==> config.mk <==
export PLATFORM = sky130hd
export DESIGN_NAME = ripple_carry_adder
export DESIGN_NICKNAME = d
export VERILOG_FILES = /design/src/rtl/rca_pkg.sv /design/src/rtl/ripple_carry_adder_full_adder.sv /design/src/rtl/ripple_carry_adder.sv
export SDC_FILE = /design/constraint.sdc
export NUM_CORES = 1
export LEC_CHECK = 0
export BUFFER_PORTS_ARGS = -buffer_cell sky130_fd_sc_hd__buf_2
export CAP_MARGIN = 0
export CORE_MARGIN = 2
export CORE_UTILIZATION = 35
export DETAILED_ROUTE_END_ITERATION = 12
export MAX_ROUTING_LAYER = met4
export PLACE_DENSITY = 0.62
export SYNTH_ARGS = -nofsm -noshare
export SYNTH_HDL_FRONTEND = slang
export SYNTH_HIERARCHICAL = 1
export SYNTH_SLANG_ARGS = --single-unit
==> constraint.sdc <==
create_clock -name clk -period 8.5 [get_ports clk]
set_input_delay 0.85 -clock clk [delete_from_list [all_inputs] [get_ports clk]]
set_output_delay 0.85 -clock clk [all_outputs]
set_load 0.03 [all_outputs]
==> src/rtl/rca_pkg.sv <==
// Shared constants for the ripple carry adder and its bench.
package rca_pkg;

   // Operand width used when no override is given.
   localparam int DEFAULT_WIDTH = 16;

endpackage

==> src/rtl/ripple_carry_adder_full_adder.sv <==
// Single-bit full adder, the building block of the ripple chain.
module full_adder (
   input  logic a,
   input  logic b,
   input  logic cin,
   output logic s,
   output logic cout
);

   // Sum is the parity of the three inputs; carry is their majority.
   always_comb begin
      s    = a ^ b ^ cin;
      cout = (a & b) | (a & cin) | (b & cin);
   end

endmodule

==> src/rtl/ripple_carry_adder.sv <==
// Ripple carry adder with one cycle of registered latency.
// Each bit's carry feeds the next bit directly, with no lookahead.
module ripple_carry_adder
   import rca_pkg::*;
#(
   parameter int WIDTH = DEFAULT_WIDTH
) (
   input  logic             clk,
   input  logic             rst_n,
   input  logic             in_valid,
   input  logic [WIDTH-1:0] a,
   input  logic [WIDTH-1:0] b,
   input  logic             cin,
   output logic [WIDTH-1:0] sum,
   output logic             cout,
   output logic             out_valid
);

   logic [WIDTH:0]   carry;
   logic [WIDTH-1:0] sum_comb;

   assign carry[0] = cin;

   // One full adder per bit, each taking the previous bit's carry.
   for (genvar i = 0; i < WIDTH; i++) begin : g_bit
      full_adder u_fa (
         .a    (a[i]),
         .b    (b[i]),
         .cin  (carry[i]),
         .s    (sum_comb[i]),
         .cout (carry[i+1])
      );
   end

   // Capture the result only on valid cycles so idle inputs never reach the
   // outputs; out_valid simply trails in_valid by one cycle.
   always_ff @(posedge clk) begin
      if (!rst_n) begin
         sum       <= '0;
         cout      <= 1'b0;
         out_valid <= 1'b0;
      end else begin
         out_valid <= in_valid;
         if (in_valid) begin
            sum  <= sum_comb;
            cout <= carry[WIDTH];
         end
      end
   end

endmodule

==> flow_summary_export.csv, run 1 <==
group,metric,value,unit
status,status,"complete, no violations",
synth,netlist_area,999.7,µm²
critical_path,setup.worst_path.start,"a[0]",
grt,overflow,0,
sta,slew_violations,0,
grt,grt_max_degree,19,
synth,synth_ff_type,"dfxtp_1",
synth,synth_fp_nets,124,
min_path,min_path_cells,2,
critical_path,cp_max_fo,1,
clock_network,cts_resized,0,
min_path,hold_start,"cout",
synth,synthMuxAreaShare,17.02,%
finish,fill_cells,256,
sta,setup_violations,0,
critical_path,slowest_delay,0.49,ns
finish,layout-drive-gt1-share,45.60,%
critical_path,arrival,7.55,ns
pwr,static-leakage-power,0.6407,nW
floorplanning,die_area,3300,µm²
clock_network,cts.hold.buffers_added,0,
synth,synth_compound_area_share,0,%
synth,synthArstFlopShare,0,%
min_path,hold_path.class,"flop to flop",
clock_network,cts_tree,"built",
critical_path,r2r-end,"sum[4]",
synth,ys_seq_elements,18,
synth,yosysUniqueCellTypes,8,
critical_path,timing.rr.start,"sum[4]",
clock_network,clockRootBuffer,"clkbuf_4",
grt,grt_pass1_vias,726,
synth,synth_top_family_by_area,"adder cells",
pwr,powerDensity,162.0,nW/µm²
clock_network,postCtsSetupRepairBufs,0,
sta,setup_tns,0,ns
floorplanning,start_util,36.57,%
grt,grt_pass1_wl,3146,µm
finish,fin_nets,179,
finish,area_growth,29.16,%
critical_path,cp_cell_sequence,"buf_2 -> fa_1 -> fa_1 -> fa_1 -> fa_1 -> fa_1 -> fa_1 -> fa_1 -> fa_1 -> fa_1 -> fa_1 -> fa_1 -> fa_1 -> fa_1 -> fa_1 -> fa_1 -> fa_1 -> mux2i_1 -> nor2b_1",
place,placed_area,1269,µm²
grt,grt_usage,12.87,%
clock_network,cts.htree.levels,1,
place,hpwl,1433,µm
critical_path,reg2reg_slack,7.89,ns
sta,rsz0062_at_grt,"no",
critical_path,crit_buf_inv,1,
routing,post-route-drc-count,0,
routing,vias_per_cell,4.449,
sta,worst_pin_slew,0.5226,ns
critical_path,rr_worst_depth,2,
floorplanning,die_w,57.45,µm
synth,yosysWarnings,6,
critical_path,criticalPathCategory,"input port to flop",
sta,fin_crit_sh,86.14,%
critical_path,end_kind,"flop",
grt,antenna_found_initial,0,
critical_path,required,8.73,ns
sta,fmax,0.1366,GHz
clock_network,clk_pin_slew,0.09,ns
critical_path,critPathTopFamily,"adder cells",
sta,skew,0,ns
finish,fin_area,1291,µm²
floorplanning,die_h,57.45,µm
floorplanning,core_area,2734,µm²
routing,drtIter0Drc,1,
clock_network,clk_latency,0.28,ns
sta,hold_viol,0,
pwr,max-vdd-ir-drop,0.09458,mV
routing,ant_nets,0,
routing,wire_per_inst,11.37,µm
floorplanning,fp-row-count,19,
critical_path,cpMostUsedCell,"fa_1",
pwr,finalPower,0.0002092,W
synth,synth.top_cell.area_share,36.05,%
synth,yosysTopAreaCell,"dfxtp_1",
place,port_buffers,53,
synth,yosysMostFrequentCell,"dfxtp_1",
clock_network,cts_buffer_depth,2,
place,routabilityCongestion,0.6512,
critical_path,cp_slowest_cell,"fa_1",
routing,drt_first_pass_iters,2,
synth,synth_xor_xnor_area_share,0,%
synth,ys_seq_area_share,36.05,%
synth,synth_adder_area_share,32.04,%
floorplanning,ios,54,
finish,final_util,47.23,%
min_path,hold_path_end,"cout",
synth,yosys.area_share.simple,11.39,%
sta,fin_crit,7.322,ns
sta,maxSlewHeadroom,65.16,%
synth,synth_area_per_cell,13.88,µm²
synth,synth.area.top_cells,"dfxtp_1 (36%), fa_1 (32%), mux2i_1 (17%)",
critical_path,start_kind,"input port",
clock_network,cts-buffers-inserted,3,
synth,synth_edf_count,0,
run,drv_cap,0,
routing,drt-total-wl,1774,µm
synth,syn_inst,72,
clock_network,clock-sinks,18,
finish,diodes,0,
synth,synth_common_cells,"dfxtp_1 (18), mux2i_1 (17), nor2b_1 (17)",
routing,via_count,694,
per-layer routing:
layer | track usage, % | wire length [µm]
met1 | 15.99 | 753
met2 | 20.29 | 814
met3 | 4.989 | 205
met4 | 1.993 | 0
met5 | - | 0
worst max-delay path by stage:
| stage | slack, ns | depth (start not counted) | end |
|---|---|---|---|
| 3_3_place_gp | 0.87 | 19 | sum[15] |
| 2_1_floorplan | 1.20 | 18 | sum[15] |
| 4_1_cts | 1.15 | 19 | sum[15] |
| 3_5_place_dp | 0.83 | 19 | sum[15] |
| 6_report | 1.18 | 19 | sum[15] |
| 5_1_grt | 0.93 | 19 | sum[15] |
power breakdown:
group	total, W	internal (W)	switching [W]
Sequential	0.0000974	0.0000933	0.00000411
Clock	0.0000411	0.0000165	0.0000246
Combinational	0.0000707	0.0000298	0.0000409
stage by stage:
step	hold slack [ns]	setup WS (ns)	cells
global placement	0.4922	0.8668	153
CTS	0.5313	1.152	156
global route	0.5587	0.9324	156
floorplan	0.6404	1.199	72
finish	0.5244	1.178	156
detailed placement	0.5034	0.8315	153
registers in the layout, indices dropped and copies added, names as in the netlist:
signal / flops
sum: 16
cout: 1
out_valid: 1
worst min-delay path, stage by stage (launching register included):
cell and delay (ns):
dfxtp_1 0.34, mux2i_1 0.07, nor2b_1 0.09
cell families after synthesis:
kind of cell	after synthesis
and+or+nand+nor	18
DFF	18
muxes	17
adders and majority gates	16
buffers and inverters	3
layout make-up:
type	instances	area, µm²	area share (%)
multi-input cells	51	604.3	46.80
well taps	31	38.79	3.004
repair buffers	53	265.3	20.54
flip-flops and latches	18	360.3	27.91
clock buffers	3	22.52	1.744
cells in the final DEF (no fill, tap or decap), drive strengths merged:
cell type	instances
buf	53
clkbuf	3
mux2i	17
fa	16
nor2b	17
dfxtp	18
and2	1
(Power assumes the default switching activity.)
==> run 2: changes to the inputs <==
--- a/config.mk
+++ b/config.mk
@@ -7,7 +7,6 @@
 export LEC_CHECK = 0
 export BUFFER_PORTS_ARGS = -buffer_cell sky130_fd_sc_hd__buf_2
 export CAP_MARGIN = 0
-export CORE_MARGIN = 2
 export CORE_UTILIZATION = 35
 export DETAILED_ROUTE_END_ITERATION = 12
 export MAX_ROUTING_LAYER = met4
==> constraint.sdc (replaced) <==
create_clock -name clk -period 8.5 [get_ports clk]
set_input_delay 1.7 -clock clk [delete_from_list [all_inputs] [get_ports clk]]
set_output_delay 1.7 -clock clk [all_outputs]
set_load 0.03 [all_outputs]
==> run 2 against run 1 <==
- utilization unchanged
- hold slack got worse by 0.0058 ns
- clock skew unchanged
- maximum frequency decreased by 11%
- final cell count unchanged
- count of clock-buffer cells in the layout unchanged
- power increased by 1.3%
- worst setup slack got worse by 0.92 ns
- sequential cell count unchanged
==> flow_summary_export.csv, run 2 (synthesized netlist as in run 1, its figures left out) <==
group,metric,value,unit
pwr,powerDensity,164.1,nW/µm²
routing,wire_per_inst,12.49,µm
sta,fin_crit,8.245,ns
min_path,hold_path.class,"flop to flop",
critical_path,slowest_delay,0.46,ns
critical_path,reg2reg_slack,7.88,ns
grt,antenna_found_initial,0,
finish,final_common_cell,"buf_2",
sta,holdWs,0.5186,ns
critical_path,start_kind,"input port",
place,routabilityCongestion,0.6605,
clock_network,cts.hold.buffers_added,0,
status,status,"complete, no violations",
critical_path,cpMostUsedCell,"fa_1",
finish,multi_input_area,604.3,µm²
critical_path,arrival,8.44,ns
clock_network,clk_pin_slew,0.10,ns
floorplanning,core_area,2734,µm²
finish,final_cell_mix,"buf_2 (53), dfxtp_1 (18), mux2i_1 (17), nor2b_1 (17), fa_1 (16)",
critical_path,rr_worst_depth,2,
critical_path,r2r-end,"sum[0]",
clock_network,cts_tree,"built",
routing,vias_per_cell,4.494,
place,port_buffers,53,
routing,post-route-drc-count,0,
clock_network,cts_buffer_depth,2,
pwr,swShare,34.03,%
sta,fmax,0.1213,GHz
sta,hold_viol,0,
critical_path,cp-endpoint,"sum[15]",
finish,seq_area,360.3,µm²
routing,drt-total-wl,1949,µm
pwr,clkPwrFrac,20.3,%
pwr,switchingPower,0.00007213,W
finish,fin_nets,179,
floorplanning,die_area,3074,µm²
floorplanning,die_h,55.45,µm
routing,drt_first_pass_iters,2,
finish,diodes,0,
sta,maxSlewHeadroom,64.89,%
floorplanning,die_w,55.45,µm
clock_network,cts.htree.levels,1,
pwr,p_seq_share,45.9,%
critical_path,setup.worst_path.start,"a[0]",
finish,fill_cells,268,
finish,layout-drive-gt1-share,45.60,%
clock_network,clock-sinks,18,
grt,grt_usage,14.78,%
floorplanning,start_util,36.57,%
critical_path,cp_slowest_cell,"fa_1",
floorplanning,ios,54,
floorplanning,fp-row-count,19,
critical_path,cp_cell_sequence,"buf_2 -> fa_1 -> fa_1 -> fa_1 -> fa_1 -> fa_1 -> fa_1 -> fa_1 -> fa_1 -> fa_1 -> fa_1 -> fa_1 -> fa_1 -> fa_1 -> fa_1 -> fa_1 -> fa_1 -> mux2i_1 -> nor2b_1",
pwr,internal_power,0.0001398,W
critical_path,cp_max_fo,1,
critical_path,timing.rr.start,"sum[0]",
critical_path,criticalPathCategory,"input port to flop",
sta,skew,0,ns
finish,area_growth,29.16,%
pwr,static-leakage-power,0.6407,nW
finish,top_register,"sum",
clock_network,cts_resized,0,
finish,top_regs,"sum (16), cout (1), out_valid (1)",
sta,slew_violations,0,
critical_path,end_kind,"flop",
grt,grt_max_degree,19,
sta,rsz0062_at_grt,"no",
routing,ant_nets,0,
clock_network,cts-buffers-inserted,3,
clock_network,clockRootBuffer,"clkbuf_4",
pwr,combinationalPowerShare,33.8,%
clock_network,clk_latency,0.29,ns
routing,via_count,701,
clock_network,postCtsSetupRepairBufs,0,
sta,worst_pin_slew,0.5266,ns
place,hpwl,1591,µm
sta,setup_violations,0,
grt,grt_pass1_vias,728,
sta,fin_crit_sh,97.00,%
pwr,max-vdd-ir-drop,0.1033,mV
grt,grt_pass1_wl,3325,µm
run,drv_cap,0,
finish,largest_register_ffs,16,
routing,drtIter0Drc,5,
grt,overflow,0,
critical_path,required,8.70,ns
finish,final_util,47.23,%
-- run 2: cell counts in the layout (fill, tap and decap cells not counted) --
No cell type changed its count.
-- run 2: routing by layer --
layer / part of all wire, % / wire length [µm] / global-route usage (%)
met1: 40 / 787 / 17.85
met2: 49 / 963 / 23.58
met3: 8.5 / 165 / 4.215
met4: 1.7 / 33 / 5.357
met5: 0 / 0 / -
-- run 2: worst min-delay path by stage --
stage	from	end	slack, ns	cells after the start
final	sum[13]	sum[13]	0.52	2
after global routing	sum[13]	sum[13]	0.55	2
after detailed placement	sum[13]	sum[13]	0.50	2
after CTS	sum[13]	sum[13]	0.52	2
after floorplan	cout	cout	0.64	2
after global placement	sum[0]	sum[0]	0.49	2
-- run 2: final cells by class --
type | instances | share of cell area, %
tap | 31 | 3.004
timing repair buffer | 53 | 20.54
sequential | 18 | 27.91
clock buffer | 3 | 1.744
multi-input combinational | 51 | 46.80
-- run 2: power groups by stage --
stage                clock, W  combinational (W)  sequential, W
global route        0.0000497          0.0000807      0.0000985
floorplan                   0          0.0000293       0.000117
finish              0.0000429          0.0000717      0.0000973
global placement            0          0.0000706      0.0000990
CTS                 0.0000460          0.0000731      0.0000974
detailed placement          0          0.0000731      0.0000992
-- run 2: through the flow --
stage / cells / power [W] / instance area (µm²) / setup slack (ns) / setup TNS [ns]
5_1_grt: 156 / 0.0002288 / 1291 / 0.01681 / 0
2_1_floorplan: 72 / 0.0001464 / 999.7 / 0.3485 / 0
3_5_place_dp: 153 / 0.0001723 / 1269 / -0.09100 / -0.1217
4_1_cts: 156 / 0.0002165 / 1291 / 0.2254 / 0
3_3_place_gp: 153 / 0.0001696 / 1269 / 0.04760 / 0
6_report: 156 / 0.0002120 / 1291 / 0.2551 / 0
-- run 2: worst max-delay path: cells and delay by family --
kind,cells,cell delay [ns]
buf+inv,1,0.11
mux,1,0.14
fa+ha+maj,16,6.43
simple gates,1,0.06
